$ cat src/rtl/fifo_arb_pkg.sv
// Shared types for the FIFO read-side arbiter.
package fifo_arb_pkg;

  // The arbiter is either deciding who goes next or serving one owner's burst.
  typedef enum logic {
    IDLE  = 1'b0,
    BURST = 1'b1
  } arb_state_t;

endpackage

$ cat src/rtl/fifo_rd_arb_rr_pick.sv
// Combinational round-robin picker: finds the first asserted request after
// the previous owner, wrapping modulo N_REQ (works for non-power-of-2 N_REQ).
module rr_pick #(
  parameter int N_REQ = 4
) (
  input  logic [N_REQ-1:0]         req,
  input  logic [$clog2(N_REQ)-1:0] last,
  output logic                     found,
  output logic [$clog2(N_REQ)-1:0] idx
);

  localparam int IW = $clog2(N_REQ);

  // Scan last+1, last+2, ... and keep the first hit; last itself is scanned last.
  always_comb begin
    int pos;
    found = 1'b0;
    idx   = '0;
    pos   = 0;
    for (int i = 1; i <= N_REQ; i++) begin
      pos = (int'(last) + i) % N_REQ;
      if (!found && req[IW'(pos)]) begin
        found = 1'b1;
        idx   = IW'(pos);
      end
    end
  end

endmodule

$ cat src/rtl/fifo_rd_arb.sv
// Read-side scheduler for the async FIFO: shares the single read port among
// N_REQ consumers, round-robin, in bursts of up to MAX_BURST pops, and returns
// each popped word tagged with its owner one cycle after the pop.
module fifo_rd_arb
  import fifo_arb_pkg::*;
#(
  parameter int N_REQ     = 4,
  parameter int DWIDTH    = 8,
  parameter int MAX_BURST = 4
) (
  input  logic                     clk,
  input  logic                     rst,
  input  logic [N_REQ-1:0]         req,
  input  logic                     empty,
  input  logic [DWIDTH-1:0]        r_data,
  output logic                     r_en,
  output logic [N_REQ-1:0]         grant,
  output logic                     rd_valid,
  output logic [DWIDTH-1:0]        rd_data,
  output logic [$clog2(N_REQ)-1:0] rd_id
);

  localparam int IW = $clog2(N_REQ);
  localparam int BW = $clog2(MAX_BURST + 1);
  localparam logic [BW-1:0] LAST_BEAT = BW'(MAX_BURST - 1);
  localparam logic [IW-1:0] LAST_INIT = IW'(N_REQ - 1);

  arb_state_t       state, state_next;
  logic [IW-1:0]    owner, owner_next;
  logic [IW-1:0]    last, last_next;
  logic [BW-1:0]    beat, beat_next;
  logic [N_REQ-1:0] grant_next;
  logic             pick_found;
  logic [IW-1:0]    pick_idx;
  logic             pop;

  rr_pick #(
    .N_REQ(N_REQ)
  ) u_pick (
    .req  (req),
    .last (last),
    .found(pick_found),
    .idx  (pick_idx)
  );

  // Arbiter state; last starts at N_REQ-1 so requester 0 wins the first round.
  always_ff @(posedge clk) begin
    if (rst) begin
      state <= IDLE;
      owner <= '0;
      last  <= LAST_INIT;
      beat  <= '0;
      grant <= '0;
    end else begin
      state <= state_next;
      owner <= owner_next;
      last  <= last_next;
      beat  <= beat_next;
      grant <= grant_next;
    end
  end

  // Next-state and pop decision; pop is gated by rst so a burst stops in the reset cycle.
  always_comb begin
    state_next = state;
    owner_next = owner;
    last_next  = last;
    beat_next  = beat;
    grant_next = grant;
    pop        = 1'b0;
    case (state)
      IDLE: begin
        if (pick_found && !empty) begin
          state_next = BURST;
          owner_next = pick_idx;
          grant_next = N_REQ'(1) << pick_idx;
          beat_next  = '0;
        end
      end
      BURST: begin
        pop = req[owner] && !empty && !rst;
        if (pop) begin
          beat_next = beat + 1'b1;
        end
        if (!pop || beat == LAST_BEAT) begin
          state_next = IDLE;
          last_next  = owner;
          grant_next = '0;
        end
      end
      default: state_next = IDLE;
    endcase
  end

  assign r_en = pop;

  // Return path: the popped word and its owner appear one cycle after the pop and then hold.
  always_ff @(posedge clk) begin
    if (rst) begin
      rd_valid <= 1'b0;
      rd_data  <= '0;
      rd_id    <= '0;
    end else begin
      rd_valid <= r_en;
      if (r_en) begin
        rd_data <= r_data;
        rd_id   <= owner;
      end
    end
  end

endmodule

$ cat config.mk
export PLATFORM = sky130hd
export DESIGN_NAME = fifo_rd_arb
export DESIGN_NICKNAME = d
export VERILOG_FILES = /design/src/rtl/fifo_arb_pkg.sv /design/src/rtl/fifo_rd_arb_rr_pick.sv /design/src/rtl/fifo_rd_arb.sv
export SDC_FILE = /design/constraint.sdc
export NUM_CORES = 1
export LEC_CHECK = 0
export ABC_AREA = 1
export CORE_MARGIN = 2
export CORE_UTILIZATION = 34
export DETAILED_ROUTE_END_ITERATION = 6
export MAX_ROUTING_LAYER = met4
export PLACE_DENSITY_LB_ADDON = 0.2
export SLEW_MARGIN = 15
export SYNTH_ARGS = -nofsm -noshare
export SYNTH_HDL_FRONTEND = slang
export SYNTH_SLANG_ARGS = --single-unit
export TNS_END_PERCENT = 100
$ cat constraint.sdc
create_clock -name clk -period 1.3 [get_ports clk]
set_input_delay 0.26 -clock clk [delete_from_list [all_inputs] [get_ports clk]]
set_output_delay 0.26 -clock clk [all_outputs]
set_load 0.02 [all_outputs]
# Word level (Yosys, flattened, before mapping)
# Index checks and enable logic that the tools add are counted.
# Widths: inputs -> output; s select.
[word_totals]
ff_bits = 23
inputBits = 15
output_inout_bits = 16
word_cells = 73
[classes]
addsub = 5
n_lt_le_gt_ge = 5
eq_ne = 4
shift = 1
n_mux = 32
bitwise = 1
reduce_logical = 17
[op_table]
columns = ["operator", "count"]
rows = [
  ["$lt 2x4->1 const B", 4],
  ["$mux 1", 16],
  ["$bmux 1 s2", 5],
  ["$mux 2", 4],
  ["$mux 4", 2],
  ["$pmux 4 s2", 1],
  ["$reduce_and 2->1", 4],
  ["$logic_and 1x1->1", 6],
  ["$logic_not 1->1", 6],
  ["$mux 3", 2],
  ["$pmux 3 s2", 1],
  ["$add 2x1->2 const B", 2],
  ["$add 2x2->2 const B", 2],
  ["$ne 2x1->1 const B", 2],
  ["$shl 1x2->4 const A", 1],
  ["$add 3x1->3 const B", 1],
  ["$eq 3x2->1 const B", 1],
  ["$lt 2x3->1 const B", 1],
  ["$ne 2x2->1 const B", 1],
  ["$pmux 1 s2", 1],
  ["$logic_or 1x1->1", 1],
  ["$not 1->1", 1],
]

# Depth between registers and ports, before layout
[depth]
word_depth = 17
depth_mapped = 13
ltp_nobuf = 12

# Modules after synthesis
# From an unflattened synthesis, not the netlist that was laid out.
[unflattened]
hier_cells = 170
area_unflattened_um2 = 1234.9
[modules_own_cells]
columns = ["module", "n_inst", "cells_per_inst", "area_per_inst_um2", "seq_area_each_um2"]
rows = [
  ["fifo_rd_arb", 1, 121, 944.7, 460.4],
  ["rr_pick", 1, 49, 290.3, 0.0],
]

# Least setup slack after synthesis
# Ideal clock, no wire load.
[synth_path]
kind = "register -> register"
from = "register last[0]"
to = "register grant[0]"
setup_ps = 132
t_arrival_ps = 1264
t_required_ps = 1168
setup_slack_ps = -96
path_stages_with_launch = 14
n_path_buf = 2
synth_period_minus_slack_ps = 1396
cell_sequence = "dfxtp_1 > inv_2 > buf_6 > nand2_1 > nand2_1 > nand2_2 > nand2_2 > nor2_4 > nand3_2 > nand2_2 > buf_6 > inv_2 > nand3_1 > a21oi_1"
[synth_between]
elab_chain_cells = 17
word_cells_on_any_way = 36
classes_between = "4 x add/sub; 1 x eq/ne; 1 x shift; 22 x mux; 8 x reduce/logical"
[synth_rtl]
columns = ["element", "line_no", "rtl"]
rows = [
  ["start, declared", "fifo_rd_arb.sv:30", "logic [IW-1:0] last, last_next;"],
  ["start signal, assigned", "fifo_rd_arb.sv:57", "last <= last_next;"],
  ["$add 2x1->2", "fifo_rd_arb_rr_pick.sv:21", "pos = (int'(last) + i) % N_REQ;"],
  ["$bmux 1 s2", "fifo_rd_arb_rr_pick.sv:22", "if (!found && req[IW'(pos)]) begin"],
  ["$mux 1 (implied by the code) (2 in series)", "fifo_rd_arb_rr_pick.sv:22", ""],
  ["$mux 1", "fifo_rd_arb_rr_pick.sv:22", ""],
  ["$logic_not 1->1", "fifo_rd_arb_rr_pick.sv:22", ""],
  ["$logic_and 1x1->1", "fifo_rd_arb_rr_pick.sv:22", ""],
  ["$mux 1", "fifo_rd_arb_rr_pick.sv:22", ""],
  ["$logic_not 1->1", "fifo_rd_arb_rr_pick.sv:22", ""],
  ["$logic_and 1x1->1", "fifo_rd_arb_rr_pick.sv:22", ""],
  ["$mux 1", "fifo_rd_arb_rr_pick.sv:22", ""],
  ["$logic_not 1->1", "fifo_rd_arb_rr_pick.sv:22", ""],
  ["$logic_and 1x1->1", "fifo_rd_arb_rr_pick.sv:22", ""],
  ["$mux 2 / $mux 1 (equally long branches)", "fifo_rd_arb_rr_pick.sv:22", ""],
  ["$shl 1x2->4 / $logic_and 1x1->1 (equally long branches)", "fifo_rd_arb.sv:76, fifo_rd_arb.sv:73", ""],
  ["$mux 4 / $ne 2x2->1 (equally long branches)", "n/a", ""],
  ["$pmux 4 s2 / $reduce_and 2->1 (equally long branches)", "n/a", ""],
  ["end signal, assigned", "fifo_rd_arb.sv:59", "grant <= grant_next;"],
  ["end, declared", "fifo_rd_arb.sv:17", "output logic [N_REQ-1:0] grant,"],
]
# Parallel ways exist; a longest one is shown, timed or not. The select of a mux whose other input is x is not followed.
# A chain may end at the register's enable or synchronous reset.

# Worst setup path in the final report
[layout_path]
from = "register last[0]"
to = "register state"
[layout_between]
elab_chain_cells = 17
word_cells_on_any_way = 29
classes_between = "4 x add/sub; 18 x mux; 7 x reduce/logical"
[layout_rtl]
columns = ["element", "line_no", "rtl"]
rows = [
  ["$add 2x1->2", "fifo_rd_arb_rr_pick.sv:21", ""],
  ["$bmux 1 s2", "fifo_rd_arb_rr_pick.sv:22", ""],
  ["$mux 1 (implied by the code) (2 in series)", "fifo_rd_arb_rr_pick.sv:22", ""],
  ["$mux 1", "fifo_rd_arb_rr_pick.sv:22", ""],
  ["$logic_not 1->1", "fifo_rd_arb_rr_pick.sv:22", ""],
  ["$logic_and 1x1->1", "fifo_rd_arb_rr_pick.sv:22", ""],
  ["$mux 1", "fifo_rd_arb_rr_pick.sv:22", ""],
  ["$logic_not 1->1", "fifo_rd_arb_rr_pick.sv:22", ""],
  ["$logic_and 1x1->1", "fifo_rd_arb_rr_pick.sv:22", ""],
  ["$mux 1", "fifo_rd_arb_rr_pick.sv:22", ""],
  ["$logic_not 1->1", "fifo_rd_arb_rr_pick.sv:22", ""],
  ["$logic_and 1x1->1", "fifo_rd_arb_rr_pick.sv:22", ""],
  ["$mux 1 (*)", "fifo_rd_arb_rr_pick.sv:22", ""],
  ["$logic_and 1x1->1 (*)", "fifo_rd_arb.sv:73", "if (pick_found && !empty) begin"],
  ["$mux 1 (*)", "fifo_rd_arb.sv:73", ""],
  ["$pmux 1 s2 (*)", "fifo_rd_arb.sv:71", "case (state)"],
  ["end signal, assigned", "fifo_rd_arb.sv:55", "state <= state_next;"],
  ["end, declared", "fifo_rd_arb.sv:28", "arb_state_t state, state_next;"],
]
# Every way passes the cells marked *; elsewhere a longest branch is shown, timed or not. The select of a mux whose other input is x is not followed.

==> flow_summary_export.csv <==
group,metric,value,unit
global_routing,busiest_layer,"met2",
routing,drt_iter0_markers,27,
routing,drcViolationCount,0,
placement,port_buffers,30,
global_routing,grt_max_degree,19,
routing,wirelength,3247,um
run_status,outcome,"finished with violations",
global_routing,grt_pass1_wl,5678,um
timing,setup_tns,-2529,ps
global_routing,use_met1,19.07,%
worst_setup_path,critPathMaxFanout,7,
logic_synthesis,yosysTopAreaCell,"dfxtp_1",
power_and_ir_drop,irDropWorstVdd,0.0007586,V
finish,nNetsFinal,256,
routing,ant_nets,0,
floorplanning,fp.dieW,63.19,um
logic_synthesis,yosysUniqueCellTypes,24,
global_routing,use_met2,33.78,%
min_path,hold_class,"in2reg",
routing,drt-pass1-iter-count,4,
global_routing,grt_pass1_vias,1347,
floorplanning,core-area,0.003363,mm^2
logic_synthesis,synth_edf_count,0,
global_routing,grt.overflow.total,0,
finish,fin_cells,284,
logic_synthesis,synth_warnings,0,
cts,cts.sinks,23,
logic_synthesis,synthFlopType,"dfxtp_1",
worst_setup_path,slowest_delay,400,ps
logic_synthesis,syn_area_per_cell,6.730,um^2
timing,holdWs,428.8,ps
worst_setup_path,crit_path_top_delay_cell,"dfxtp_4",
worst_setup_path,path_class,"reg2reg",
placement,place.gp.congestion,0.7795,
timing,max_freq,0.6425,GHz
global_routing,gr-usage-met3,2.321,%
cts,hold_buffers,0,
cts,clk_pin_slew,130,ps
cts,cts_tree,"built",
timing,rsz0062_at_grt,"true",
timing,setup_ws,-256.4,ps
logic_synthesis,synth_area_leaders,"dfxtp_1 (39%), nand2_1 (19%), nand3_1 (11%), a21oi_1 (4.6%), inv_1 (3.8%)",
placement,dp_slack,-878.2,ps
global_routing,antenna_found_initial,0,
logic_synthesis,syn-cell-area,0.001191,mm^2
logic_synthesis,synth.most_common_cell,"nand2_1",
finish,syn_to_final_growth,69.75,%
power_and_ir_drop,pwr_density_cell,929.8,mW/mm^2
timing,finClkSkew,11.81,ps
logic_synthesis,synth_top_area_share,38.66,%
logic_synthesis,ys_ff_latch,23,
floorplanning,die_y,63.19,um
cts,cts_root_buffer,"clkbuf_4",
floorplanning,boundaryPins,31,
finish,drive_gt1_share,43.28,%
logic_synthesis,syn_inst,177,
timing,hold_viol,0,
cts,clk_latency,310,ps
placement,dpl.cell_count,274,
global_routing,track_usage,17.86,%
routing,vias,1341,
timing,relSlewSlack,73.90,%
finish,fillers,357,
cts,h-tree-depth,1,
routing,drt-vias-per-instance,4.722,
finish,fin_util,60.12,%
worst_setup_path,cp.arrival,1760,ps
timing,fin_crit_sh,119.7,%
timing,slew_viol_final,0,
placement,hpwlAfterDp,2425,um
logic_synthesis,synth_common_cells,"nand2_1 (59), nand3_1 (27), dfxtp_1 (23), inv_1 (12), a21oi_1 (11)",
timing,post-route-min-period,1556,ps
run_status,failed_checks,"negative setup slack",
floorplanning,initial_core_util,35.42,%
flow_run,drv_cap,0,
floorplanning,dieArea,0.003993,mm^2
cts,cts_buffers,3,
timing,worst_pin_slew,391.1,ps
worst_setup_path,cp-start-kind,"register",
worst_setup_path,cpMostUsedCell,"nand2_2",
worst_setup_path,required,1510,ps
timing,setup_violations,12,
logic_synthesis,async_reset_ff_share,0,%
logic_synthesis,ys_seq_area_share,38.66,%
floorplanning,fp-row-count,21,
routing,wire_per_inst,11.43,um
logic_synthesis,syn_nets,194,
finish,antenna_cells,0,
worst_setup_path,crit_path_end_kind,"register",
worst_setup_path,cp_cell_sequence,"buf_6 > nand2_2 > nand2_2 > nand2_2 > nand2_4 > nor2_4 > nand3_2 > nand2_4 > buf_6 > inv_6 > nor2_4 > nor2_1",
power_and_ir_drop,power_leakage,0.9496,nW
cts,clock_path_buffers,2,
## area by class of cell
class / instances / area (um^2) / area share [%]
clock buffer: 3 / 22.52 / 1.114
clock inverter: 1 / 5.005 / 0.2475
inverter: 17 / 81.33 / 4.022
multi-input combinational: 131 / 834.6 / 41.27
sequential: 23 / 471.7 / 23.33
tap: 46 / 57.56 / 2.847
timing repair buffer: 63 / 549.3 / 27.17
## kinds of logic (layout without fill, tap and decap cells)
| group | count (synthesis) | in the layout | synth area share (%) |
|---|---|---|---|
| adder cells (fa/ha/maj) | 2 | 2 | 2.101 |
| AO/OA/AOI/OAI | 19 | 19 | 8.823 |
| AND/OR/NAND/NOR | 110 | 110 | 41.60 |
| flip-flops | 23 | 23 | 38.66 |
| buffers and inverters | 23 | 84 | 8.823 |
## power by group
part           switching [mW]  total [mW]  leakage (nW)  internal, mW
combinational           0.409       0.764         0.744         0.355
clock                   0.211       0.326        0.0177         0.115
sequential             0.0425       0.790         0.188         0.747
## cells in the final DEF, fill, tap and decap left out, drive strengths merged, types with 6 or more instances in the layout
cell,n
nand2,65
buf,34
nand3,29
dfxtp,23
inv,16
nor2,12
a21oi,11
dlygate4sd2,9
clkdlybuf4s15,9
clkdlybuf4s50,8
clkbuf,6
## metrics by stage
stage | total power [mW] | cell area (um^2)
6_report | 1.880 | 2022
5_1_grt | 2.013 | 2022
4_1_cts | 1.812 | 1906
3_5_place_dp | 1.376 | 1717
3_3_place_gp | 1.366 | 1717
2_1_floorplan | 1.109 | 1197
## flip-flops by register name (all words and copies together), names as in the netlist
register	flops
beat	3
grant	4
last	2
owner	2
rd_data	8
rd_id	2
rd_valid	1
state	1
## repair_timing
item	CTS	global route
pin swaps	15	13
endpoints found under the setup margin	38	25
buffers inserted	4	3
gates resized for setup	76	38
## final timing paths
| check | start | slack (ps) | endpoint | depth (start not counted) |
|---|---|---|---|---|
| worst min-delay path | rst | 430 | grant[0]$_SDFFE_PP0P_ | 3 |
| worst min register to register | rd_data[3]$_SDFFE_PP0P_ | 470 | rd_data[3]$_SDFFE_PP0P_ | 2 |
| worst max-delay path | last[0]$_SDFFE_PP1P_ | -260 | state$_SDFF_PP0_ | 12 |
| worst max register to register | last[0]$_SDFFE_PP1P_ | -260 | state$_SDFF_PP0_ | 12 |
## critical path, delay by kind of cell (launching register included)
family,cells,cell delay (ps)
and+or+nand+nor,9,750
DFF,1,400
buffers and inverters,3,290
## layer usage
| layer | vias up | part of all wire (%) |
|---|---|---|
| met5 | - | 0 |
| met4 | 0 | 2.1 |
| met3 | 8 | 3.3 |
| met2 | 25 | 52 |
| met1 | 611 | 42 |
| li1 | 697 | - |
Power figures use the tool's default switching activity.
